===== config.mk =====
export PLATFORM = sky130hd
export DESIGN_NAME = rr_mux_arbiter
export DESIGN_NICKNAME = d
export VERILOG_FILES = /design/src/rtl/rr_mux_arbiter.sv
export SDC_FILE = /design/constraint.sdc
export NUM_CORES = 1
export LEC_CHECK = 0
export CAP_MARGIN = 20
export CORE_UTILIZATION = 46
export CTS_BUF_LIST = sky130_fd_sc_hd__clkbuf_8
export DETAILED_ROUTE_END_ITERATION = 16
export PLACE_DENSITY = 0.78
export SLEW_MARGIN = 40
export SYNTH_ARGS = -nofsm -noshare
export SYNTH_HDL_FRONTEND = slang
export SYNTH_SLANG_ARGS = --single-unit

===== constraint.sdc =====
create_clock -name clk -period 2.5 [get_ports clk]
set_clock_uncertainty 0.2 [all_clocks]
set_input_delay 0.625 -clock clk [delete_from_list [all_inputs] [get_ports clk]]
set_output_delay 0.625 -clock clk [all_outputs]
set_load 0.02 [all_outputs]

===== src/rtl/rr_mux_arbiter.sv =====
// rr_mux_arbiter: two-requester round-robin packet arbiter feeding a single
// registered valid/ready output stage. A grant is held for a whole packet,
// and every completed packet bumps a saturating per-requester counter.
module rr_mux_arbiter #(
    parameter int WIDTH = 8,
    parameter int CNT_W = 16
) (
    input  logic             clk,
    input  logic             rst_n,
    input  logic             a_valid,
    input  logic [WIDTH-1:0] a_data,
    input  logic             a_last,
    output logic             a_ready,
    input  logic             b_valid,
    input  logic [WIDTH-1:0] b_data,
    input  logic             b_last,
    output logic             b_ready,
    output logic             y_valid,
    output logic [WIDTH-1:0] y_data,
    output logic             y_last,
    input  logic             y_ready,
    output logic             s,
    output logic             prio,
    output logic [CNT_W-1:0] a_cnt,
    output logic [CNT_W-1:0] b_cnt
);

    localparam logic [1:0] IDLE  = 2'd0;
    localparam logic [1:0] GNT_A = 2'd1;
    localparam logic [1:0] GNT_B = 2'd2;

    logic [1:0]         state_reg, state_next;
    logic               prio_reg, prio_next;
    logic               s_reg, s_next;
    logic               y_valid_reg;
    logic [WIDTH-1:0]   y_data_reg;
    logic               y_last_reg;

    logic               out_free;
    logic               acc_a, acc_b, acc_any;
    logic [WIDTH-1:0]   acc_data;
    logic               acc_last;
    logic [1:0]         pkt_done;
    logic [2*CNT_W-1:0] cnt_all;

    // The output register can take a beat when empty or draining this cycle.
    // Ready is masked during reset so no beat is offered to a state being cleared.
    assign out_free = !y_valid_reg || y_ready;
    assign a_ready  = rst_n && (state_reg == GNT_A) && out_free;
    assign b_ready  = rst_n && (state_reg == GNT_B) && out_free;

    assign acc_a    = a_valid && a_ready;
    assign acc_b    = b_valid && b_ready;
    assign acc_any  = acc_a || acc_b;
    assign acc_data = acc_b ? b_data : a_data;
    assign acc_last = acc_b ? b_last : a_last;
    assign pkt_done = {acc_b && b_last, acc_a && a_last};

    // Arbitration in IDLE, grant release on the accepted last beat.
    always_comb begin
        state_next = state_reg;
        prio_next  = prio_reg;
        s_next     = s_reg;
        case (state_reg)
            IDLE: begin
                if (a_valid && (!b_valid || !prio_reg)) begin
                    state_next = GNT_A;
                    s_next     = 1'b0;
                end else if (b_valid) begin
                    state_next = GNT_B;
                    s_next     = 1'b1;
                end
            end
            GNT_A: begin
                if (pkt_done[0]) begin
                    state_next = IDLE;
                    prio_next  = 1'b1;
                    s_next     = 1'b0;
                end
            end
            GNT_B: begin
                if (pkt_done[1]) begin
                    state_next = IDLE;
                    prio_next  = 1'b0;
                    s_next     = 1'b0;
                end
            end
            default: begin
                state_next = IDLE;
                s_next     = 1'b0;
            end
        endcase
    end

    // Grant state, round-robin pointer and mux select.
    always_ff @(posedge clk) begin
        if (!rst_n) begin
            state_reg <= IDLE;
            prio_reg  <= 1'b0;
            s_reg     <= 1'b0;
        end else begin
            state_reg <= state_next;
            prio_reg  <= prio_next;
            s_reg     <= s_next;
        end
    end

    // Output stage: load on accept, empty on drain, hold under backpressure.
    always_ff @(posedge clk) begin
        if (!rst_n) begin
            y_valid_reg <= 1'b0;
            y_data_reg  <= '0;
            y_last_reg  <= 1'b0;
        end else if (acc_any) begin
            y_valid_reg <= 1'b1;
            y_data_reg  <= acc_data;
            y_last_reg  <= acc_last;
        end else if (y_valid_reg && y_ready) begin
            y_valid_reg <= 1'b0;
        end
    end

    // One saturating completed-packet counter per requester (0 = A, 1 = B).
    genvar gi;
    generate
        for (gi = 0; gi < 2; gi++) begin : g_cnt
            logic [CNT_W-1:0] cnt_reg;

            // Count a finished packet unless the counter is already all-ones.
            always_ff @(posedge clk) begin
                if (!rst_n) begin
                    cnt_reg <= '0;
                end else if (pkt_done[gi] && (cnt_reg != {CNT_W{1'b1}})) begin
                    cnt_reg <= cnt_reg + 1'b1;
                end
            end

            assign cnt_all[gi*CNT_W +: CNT_W] = cnt_reg;
        end
    endgenerate

    assign a_cnt   = cnt_all[0 +: CNT_W];
    assign b_cnt   = cnt_all[CNT_W +: CNT_W];
    assign y_valid = y_valid_reg;
    assign y_data  = y_data_reg;
    assign y_last  = y_last_reg;
    assign s       = s_reg;
    assign prio    = prio_reg;

endmodule


[Word-level counts from Yosys, hierarchy flattened]
Index checks and enable logic that the tools add are counted.
Storage, ports and cells
  register bits: 46
  input bits: 23
  output and inout bits: 46
  logic and storage cells: 56
Cells by class
  add/subtract/negate cells: 2
  equality and inequality tests: 7
  mux-type cells: 16
  reductions and logical operators: 23
Operators with widths (number)
  16-bit by 1-bit adder with 16-bit output, second input constant: 2
  16-bit != test, second input constant: 2
  1-bit logical AND: 12
  1-bit two-way mux: 8
  2-bit two-way mux: 4
  8-bit two-way mux: 1
  2-bit case mux with 3 select lines: 1
  3-bit AND reduction: 2
  2-bit != test, second input constant: 2
  2-bit nonzero test: 2
  1-bit zero test: 3
  1-bit logical OR: 3
  3-bit != test, second input constant: 1
  1-bit case mux with 3 select lines: 1
  2-bit by 1-bit equality test with 1-bit output, second input constant: 1
  2-bit equality test, second input constant: 1
  2-bit zero test: 1
  1-bit case mux with 2 select lines: 1

[Logic depth before layout (Yosys ltp)]
Gate-level depths: netlist of the first run.
  depth after elaboration: 7
  mapped depth: 7
  depth with buffers taken out: 5

[Least setup slack after synthesis of the first run]
OpenSTA, ideal clock, no wires.
  path type: in2reg
  start point: input port y_ready
  end point: register g_cnt[0].cnt_reg[15] (netlist: a_cnt[15])
  data arrival time: 2054 ps
  slack: 130 ps
  stages on the path: 5
  path buffers: 1
  cell sequence: nor2b_1 -> or4_1 -> buf_2 -> or4_1 -> o211a_1
Between the ends
  longest elaborated chain between the ends: 5
Ends and longest elaborated chain
  from (decl): line 21  | input logic y_ready,
  1-bit logical OR: line 48  | assign out_free = !y_valid_reg || y_ready;
  1-bit logical AND: line 49  | assign a_ready = rst_n && (state_reg == GNT_A) && out_free;
  1-bit logical AND: line 52  | assign acc_a = a_valid && a_ready;
  1-bit logical AND: line 57  | assign pkt_done = {acc_b && b_last, acc_a && a_last};
  1-bit logical AND: line 133  | end else if (pkt_done[gi] && (cnt_reg != {CNT_W{1'b1}})) begin
  to (signal assigned): line 134  | cnt_reg <= cnt_reg + 1'b1;
  to (decl): line 127  | logic [CNT_W-1:0] cnt_reg;
Every way passes these cells.
A chain may end at the register's enable or synchronous reset.

[Final worst setup path of the first run]
  start point: input port b_valid
  end point: register g_cnt[1].cnt_reg[4] (netlist: b_cnt[4])
Between the ends
  longest elaborated chain between the ends: 3
Ends and longest elaborated chain
  from (decl): line 14  | input logic b_valid,
  1-bit logical AND: line 53  | assign acc_b = b_valid && b_ready;
  1-bit logical AND: line 57
  1-bit logical AND: line 133
  to (signal assigned): line 134
  to (decl): line 127
Every way passes these cells.

==> qor.csv, run 1 <==
stage,metric,value,unit
status,status,"finished, final reports clean",
flow_run,Max-Cap Viols,0,
worst_setup_path,"CP delay by family, top",buffers and inverters,
worst_setup_path,Crit path depth,6,
yosys,sequential area share after synthesis,0.3842,
power_and_ir_drop,P_leak,1.149,nW
clock_network,worst skew pair latency,310,ps
timing,Worst Tran Pin Value,742.4,ps
clock_network,CTS Buf Count,5,
floorplanning,Initial Utilization,0.4868,
min_path,Hold Path Class,reg -> reg,
routing,Via Count,2456,
yosys,Syn Nets,304,
worst_setup_path,Max stage delay on crit path,540,ps
routing,Remaining DRCs,0,
worst_setup_path,crit path kind,in -> reg,
worst_setup_path,reg2reg setup slack,270,ps
floorplanning,Die Ht,73.40,µm
timing,fin crit share,0.9632,
yosys,Ys Warns,0,
clock_network,TritonCTS clock tree,yes,
timing,setup violators final,0,
worst_setup_path,Worst Reg2Reg Path Length in Cells,5,
yosys,register bit count reported by yosys,45,
final_layout,Syn-to-layout area delta,46.69,%
worst_setup_path,Worst Path Arrival,2390,ps
routing,vias per inst,5.646,
clock_network,setup bufs post-CTS,0,
yosys,syn_area_per_cell,8.404,µm²
yosys,Netlist Area Pre-Place,0.002345,mm²
routing,Pre-antenna DRT Iters,5,
power_and_ir_drop,peak supply drop,0.3802,mV
worst_setup_path,end point of the critical path,b_cnt[4]$_SDFFE_PN0P_,
timing,fin crit period,2408,ps
placed_design,input/output buffers,68,
final_layout,layout cell share with drive strength beyond 1,0.1467,
worst_setup_path,worst-path cell chain,"clkdlybuf4s50_1, nand2_1, or4_4, buf_4, o311ai_0, o41ai_1",
yosys,"EDFF count, synth",0,
worst_setup_path,Worst setup SP type,input port,
worst_setup_path,required time worst endpoint,2480,ps
final_layout,Layout Utilization,0.7140,
timing,post-route setup TNS,0,ps
yosys,Synth cell types,43,
timing,Max-slew headroom,0.5005,
final_layout,Fillers,394,
yosys,"FFs w/ async S/R, synth",0,
power_and_ir_drop,"Power, Total",1.477,mW
timing,RSZ-0062 raised after global routing,no,
routing,first-iteration detailed-routing DRC count,146,
final_layout,register area,900.9,µm²
final_layout,Inserted Diodes,0,
routing,average wire per standard cell,14.25,µm
final_layout,area of the multi-input gates,0.001406,mm²
worst_setup_path,crit path launch,b_valid,
clock_network,clock sink total,45,
placed_design,dpl cells,427,
worst_setup_path,Critical R2R Capture,a_cnt[10]$_SDFFE_PN0P_,
worst_setup_path,Critical-path top delay cell,or4_4,
floorplanning,core area,0.004817,mm²
yosys,Syn Inst Count,279,
floorplanning,# rows,25,
global_route,GRT overflow,0,
global_route,global-route wire length before repair,9687,µm
final_layout,"Design Area, Final",0.003440,mm²
final_layout,"leading cell type in the layout, fill and taps excluded",clkdlybuf4s50_1,
final_layout,"commonest non-fill, non-tap cells in the layout","clkdlybuf4s50_1, dfxtp_1, nand2_1",
placed_design,placed inst area,0.003254,mm²
timing,Peak Freq,415.3,MHz
clock_network,"Reg clk slew, reported paths",90,ps
global_route,initial antenna violation count,0,
worst_setup_path,FF-to-FF Start,a_cnt[0]$_SDFFE_PN0P_,
clock_network,htree depth,2,
placed_design,Final GP Congestion,0.8319,
global_route,largest net degree at the start of global routing,30,
worst_setup_path,Crit Path Max Fanout,6,
routing,drt total wl,6200,µm
worst_setup_path,crit path capture type,flop,
timing,max-slew violation count,0,
power_and_ir_drop,Power Dens Cells,429.3,mW/mm²
global_route,vias in the first global route,2128,
floorplanning,die area,0.005387,mm²
final_layout,Non-Filler Instances,435,
clock_network,Clock Path Buffers,2,
yosys,predominant post-synthesis flop cell,dfxtp_1,
floorplanning,I/O pin total,69,
worst_setup_path,Worst Path Buf+Inv,2,
routing,ANT nets after route,0,
timing,Fin. Hold Viols,0,
final_layout,final net count,392,
global_route,total global-route track usage,0.2345,
clock_network,CTS Root Cell,clkbuf_8,
placed_design,HPWL Detailed,4538,µm
floorplanning,die width,73.40,µm
[cells by family (layout without fill, tap and decap cells)]
kind of cell	after synthesis	after routing	synth area share
adders and majority gates	2	2	0.01067
muxes	21	21	0.08965
and+or+nand+nor	118	118	0.2876
buffers and inverters	26	115	0.04536
AOI/OAI and AO/OA	67	67	0.1825
DFF	45	45	0.3842
[cell type report]
type                            count  share of cell area
Sequential cell                    45              0.2619
Tap cell                           67             0.02437
Inverter                           11             0.01200
Timing Repair Buffer               96              0.2590
Multi-Input combinational cell    208              0.4089
Clock inverter                      2            0.009822
Clock buffer                        6             0.02401
[report_power, final]
part           total [mW]  internal (mW)  leakage, nW  switching (mW)
sequential          0.740          0.728        0.363          0.0125
combinational       0.161         0.0882        0.723          0.0728
clock               0.576          0.322       0.0626           0.254
[metal layers]
metal	track usage	vias to the layer above	wire, µm
met2	0.3704	70	2992
met1	0.3122	1144	2789
met5	0	-	0
met4	0.1068	0	60
li1	-	1234	-
met3	0.04115	8	358
[worst min-delay path by stage]
stage / from / to / slack (ps) / cells after the start
2_1_floorplan: a_cnt[13]$_SDFFE_PN0P_ / a_cnt[13]$_SDFFE_PN0P_ / 350 / 2
3_3_place_gp: a_cnt[13]$_SDFFE_PN0P_ / a_cnt[13]$_SDFFE_PN0P_ / 270 / 2
3_5_place_dp: b_cnt[7]$_SDFFE_PN0P_ / b_cnt[7]$_SDFFE_PN0P_ / 290 / 2
4_1_cts: b_cnt[7]$_SDFFE_PN0P_ / b_cnt[7]$_SDFFE_PN0P_ / 300 / 2
5_1_grt: b_cnt[7]$_SDFFE_PN0P_ / b_cnt[7]$_SDFFE_PN0P_ / 320 / 2
6_report: b_cnt[7]$_SDFFE_PN0P_ / b_cnt[7]$_SDFFE_PN0P_ / 290 / 2
[per-stage QoR]
stage / hold WS, ps / setup WS [ps]
after floorplan: 352.1 / 130.1
after global placement: 268.8 / -498.9
after detailed placement: 286.2 / -524.1
after CTS: 298.0 / 3.636
after global routing: 319.9 / 19.08
final: 292.5 / 92.08
[synthesized netlist by cell type, types with 2 or more instances]
library cell,number,share of area
and3_1,4,0.011
a21oi_1,26,0.055
nor3_1,4,0.0085
ha_1,2,0.011
o31ai_1,8,0.026
nand2_1,29,0.046
nand3_1,12,0.026
nor4_1,12,0.032
nor2_1,4,0.0064
nand2b_1,10,0.027
a31oi_1,2,0.0053
a2111oi_1,2,0.0085
or4_1,14,0.045
o21ai_0,15,0.032
o41ai_1,4,0.015
mux2i_1,21,0.090
nor2b_1,2,0.0053
nand4_1,9,0.024
or3_1,5,0.013
and2_1,2,0.0053
nand3b_1,4,0.013
clkbuf_1,11,0.018
inv_1,10,0.016
dfxtp_1,45,0.38
buf_1,2,0.0032
or2_2,2,0.0053
o311ai_0,2,0.0075
[worst min-delay path, cell delays in order (launching register included)]
cell and delay (ps):
dfxtp_1 330, nand2_1 60, mux2i_1 50
[timing repair]
item / 4_1_cts / 5_1_grt
hold buffers: 0 / 0
resized for setup: 20 / 8
endpoints found under the setup margin: 19 / 13
pin swaps: 0 / 1
Note: power is estimated with default switching activity, not from simulation.
==> run 2: changes to the inputs <==
Settings changed: CTS_CLUSTER_DIAMETER from default to 30.
==> results of run 2 <==
The final DEF is identical to that of run 1; final timing and power are the same.
==> run 3: changes to the inputs <==
Settings changed: SETUP_SLACK_MARGIN from default to 0.02.
==> run 3 against run 2 <==
  * Critical path depth stayed put
  * First-iteration DRC count increased by 12%
  * Worst hold slack got worse by 0.50 ps
  * Largest power group unchanged
  * Die area stayed put
  * Via count shrank 0.12%
  * Count of clock-buffer cells in the layout stayed put
  * Clock power is essentially flat
==> qor.csv, run 3 (synthesis gave the netlist of run 1 again) <==
stage,metric,value,unit
power_and_ir_drop,Power Dens Cells,428.5,mW/mm²
timing,Peak Freq,417.5,MHz
clock_network,htree depth,2,
worst_setup_path,Worst setup SP type,input port,
final_layout,Fillers,393,
min_path,Hold Path Class,reg -> reg,
power_and_ir_drop,Sw Ratio,0.2294,
timing,hold_ws,292.0,ps
clock_network,worst skew pair latency,310,ps
power_and_ir_drop,"Power, Total",1.476,mW
power_and_ir_drop,P_leak,1.149,nW
worst_setup_path,"CP delay by family, top",simple AND/OR/NAND/NOR gates,
global_route,vias in the first global route,2137,
floorplanning,Initial Utilization,0.4868,
placed_design,placed inst area,0.003254,mm²
routing,average wire per standard cell,14.34,µm
power_and_ir_drop,peak supply drop,0.3810,mV
clock_network,CTS Buf Count,5,
global_route,total global-route track usage,0.2357,
final_layout,Non-Filler Instances,435,
placed_design,input/output buffers,68,
worst_setup_path,crit path capture type,flop,
timing,fin crit share,0.9581,
worst_setup_path,Worst Path Arrival,2400,ps
worst_setup_path,Max stage delay on crit path,520,ps
status,status,"finished, final reports clean",
timing,setup violators final,0,
global_route,routing usage on met1,0.3113,
placed_design,pre-CTS WS,-524.1,ps
clock_network,setup bufs post-CTS,0,
floorplanning,Die Ht,73.40,µm
power_and_ir_drop,sequential share of power,0.501,
floorplanning,die area,0.005387,mm²
routing,vias per inst,5.639,
floorplanning,die width,73.40,µm
timing,slack of the critical path,104.7,ps
timing,Worst Tran Pin Value,874.8,ps
power_and_ir_drop,P_sw,0.3387,mW
global_route,global-route wire length before repair,9722,µm
routing,drt total wl,6239,µm
placed_design,dpl cells,427,
power_and_ir_drop,combinational cell fraction of total power,0.109,
clock_network,TritonCTS clock tree,yes,
worst_setup_path,Critical-path top delay cell,or4_4,
global_route,gr busiest metal,met2,
floorplanning,# rows,25,
worst_setup_path,Worst Path Buf+Inv,2,
clock_network,clock sink total,45,
timing,fin crit period,2395,ps
clock_network,CTS Root Cell,clkbuf_8,
power_and_ir_drop,clock network fraction of total power,0.389,
timing,RSZ-0062 raised after global routing,yes,
worst_setup_path,required time worst endpoint,2510,ps
routing,Via Count,2453,
final_layout,Inserted Diodes,0,
global_route,Global Route met3 Usage,0.04115,
routing,Remaining DRCs,0,
clock_network,"Reg clk slew, reported paths",80,ps
worst_setup_path,worst-path cell chain,"dlygate4sd2_1, buf_4, nand2b_4, or4_4, or4_1, o211a_1",
timing,Fin. Hold Viols,0,
timing,Max-slew headroom,0.4114,
routing,Pre-antenna DRT Iters,4,
clock_network,Post-CTS Hold Fix Bufs,0,
timing,max-slew violation count,0,
floorplanning,core area,0.004817,mm²
final_layout,layout cell share with drive strength beyond 1,0.1495,
power_and_ir_drop,Cell Int Power,1.138,mW
worst_setup_path,crit path kind,in -> reg,
timing,post-route setup TNS,0,ps
global_route,GRT overflow,0,
global_route,initial antenna violation count,0,
final_layout,"Design Area, Final",0.003446,mm²
clock_network,Clock Path Buffers,2,
floorplanning,I/O pin total,69,
placed_design,Final GP Congestion,0.8319,
final_layout,Layout Utilization,0.7153,
placed_design,HPWL Detailed,4538,µm
routing,ANT nets after route,0,
final_layout,"commonest non-fill, non-tap cells in the layout","clkdlybuf4s50_1, dfxtp_1, nand2_1",
global_route,M2 GR Usage,0.3755,
final_layout,Syn-to-layout area delta,46.96,%
final_layout,final net count,392,
worst_setup_path,Crit Path Max Fanout,5,
routing,first-iteration detailed-routing DRC count,163,
flow_run,Max-Cap Viols,0,
final_layout,"leading cell type in the layout, fill and taps excluded",clkdlybuf4s50_1,
global_route,largest net degree at the start of global routing,30,
-- run 3: cell counts in the layout (fill, tap and decap cells not counted) --
No cell type changed its count.
-- run 3: per-layer routing --
metal  part of all wire  routed length (µm)
met5                  0                   0
met4              0.014                  89
met1               0.45                2803
met3              0.057                 356
met2               0.48                2989
-- run 3: power groups by stage --
stage	clock network [mW]	registers (mW)	logic, mW
floorplan	0	0.764	0.0597
global placement	0	0.755	0.157
detailed placement	0	0.756	0.160
CTS	0.587	0.740	0.161
global route	0.613	0.742	0.173
finish	0.575	0.740	0.161
-- run 3: worst min-delay path: stages, from the launching register on --
cell and delay [ps]:
dfxtp_1 330, nand2_1 60, mux2i_1 50
-- run 3: final timing paths --
| path | endpoint | start | slack, ps | cells after the start |
|---|---|---|---|---|
| setup reg to reg | b_cnt[11]$_SDFFE_PN0P_ | b_cnt[4]$_SDFFE_PN0P_ | 240 | 4 |
| hold / removal | b_cnt[7]$_SDFFE_PN0P_ | b_cnt[7]$_SDFFE_PN0P_ | 290 | 2 |
| setup / recovery | a_cnt[15]$_SDFFE_PN0P_ | rst_n | 100 | 6 |
| hold reg to reg | b_cnt[7]$_SDFFE_PN0P_ | b_cnt[7]$_SDFFE_PN0P_ | 290 | 2 |
-- run 3: area by class of cell --
type	count	area, µm²	share of cell area
clock inverter	2	33.78	0.009804
clock buffer	6	82.58	0.02397
multi-input combinational	208	1413	0.4099
tap	67	83.83	0.02433
sequential	45	900.9	0.2614
inverter	11	41.29	0.01198
timing repair buffer	96	890.9	0.2585
-- run 3: what timing repair did --
| item | 4_1_cts | 5_1_grt |
|---|---|---|
| pin swaps | 0 | 1 |
| endpoints found under the setup margin | 21 | 17 |
| resized for setup | 21 | 9 |
| gates cloned | 0 | 0 |
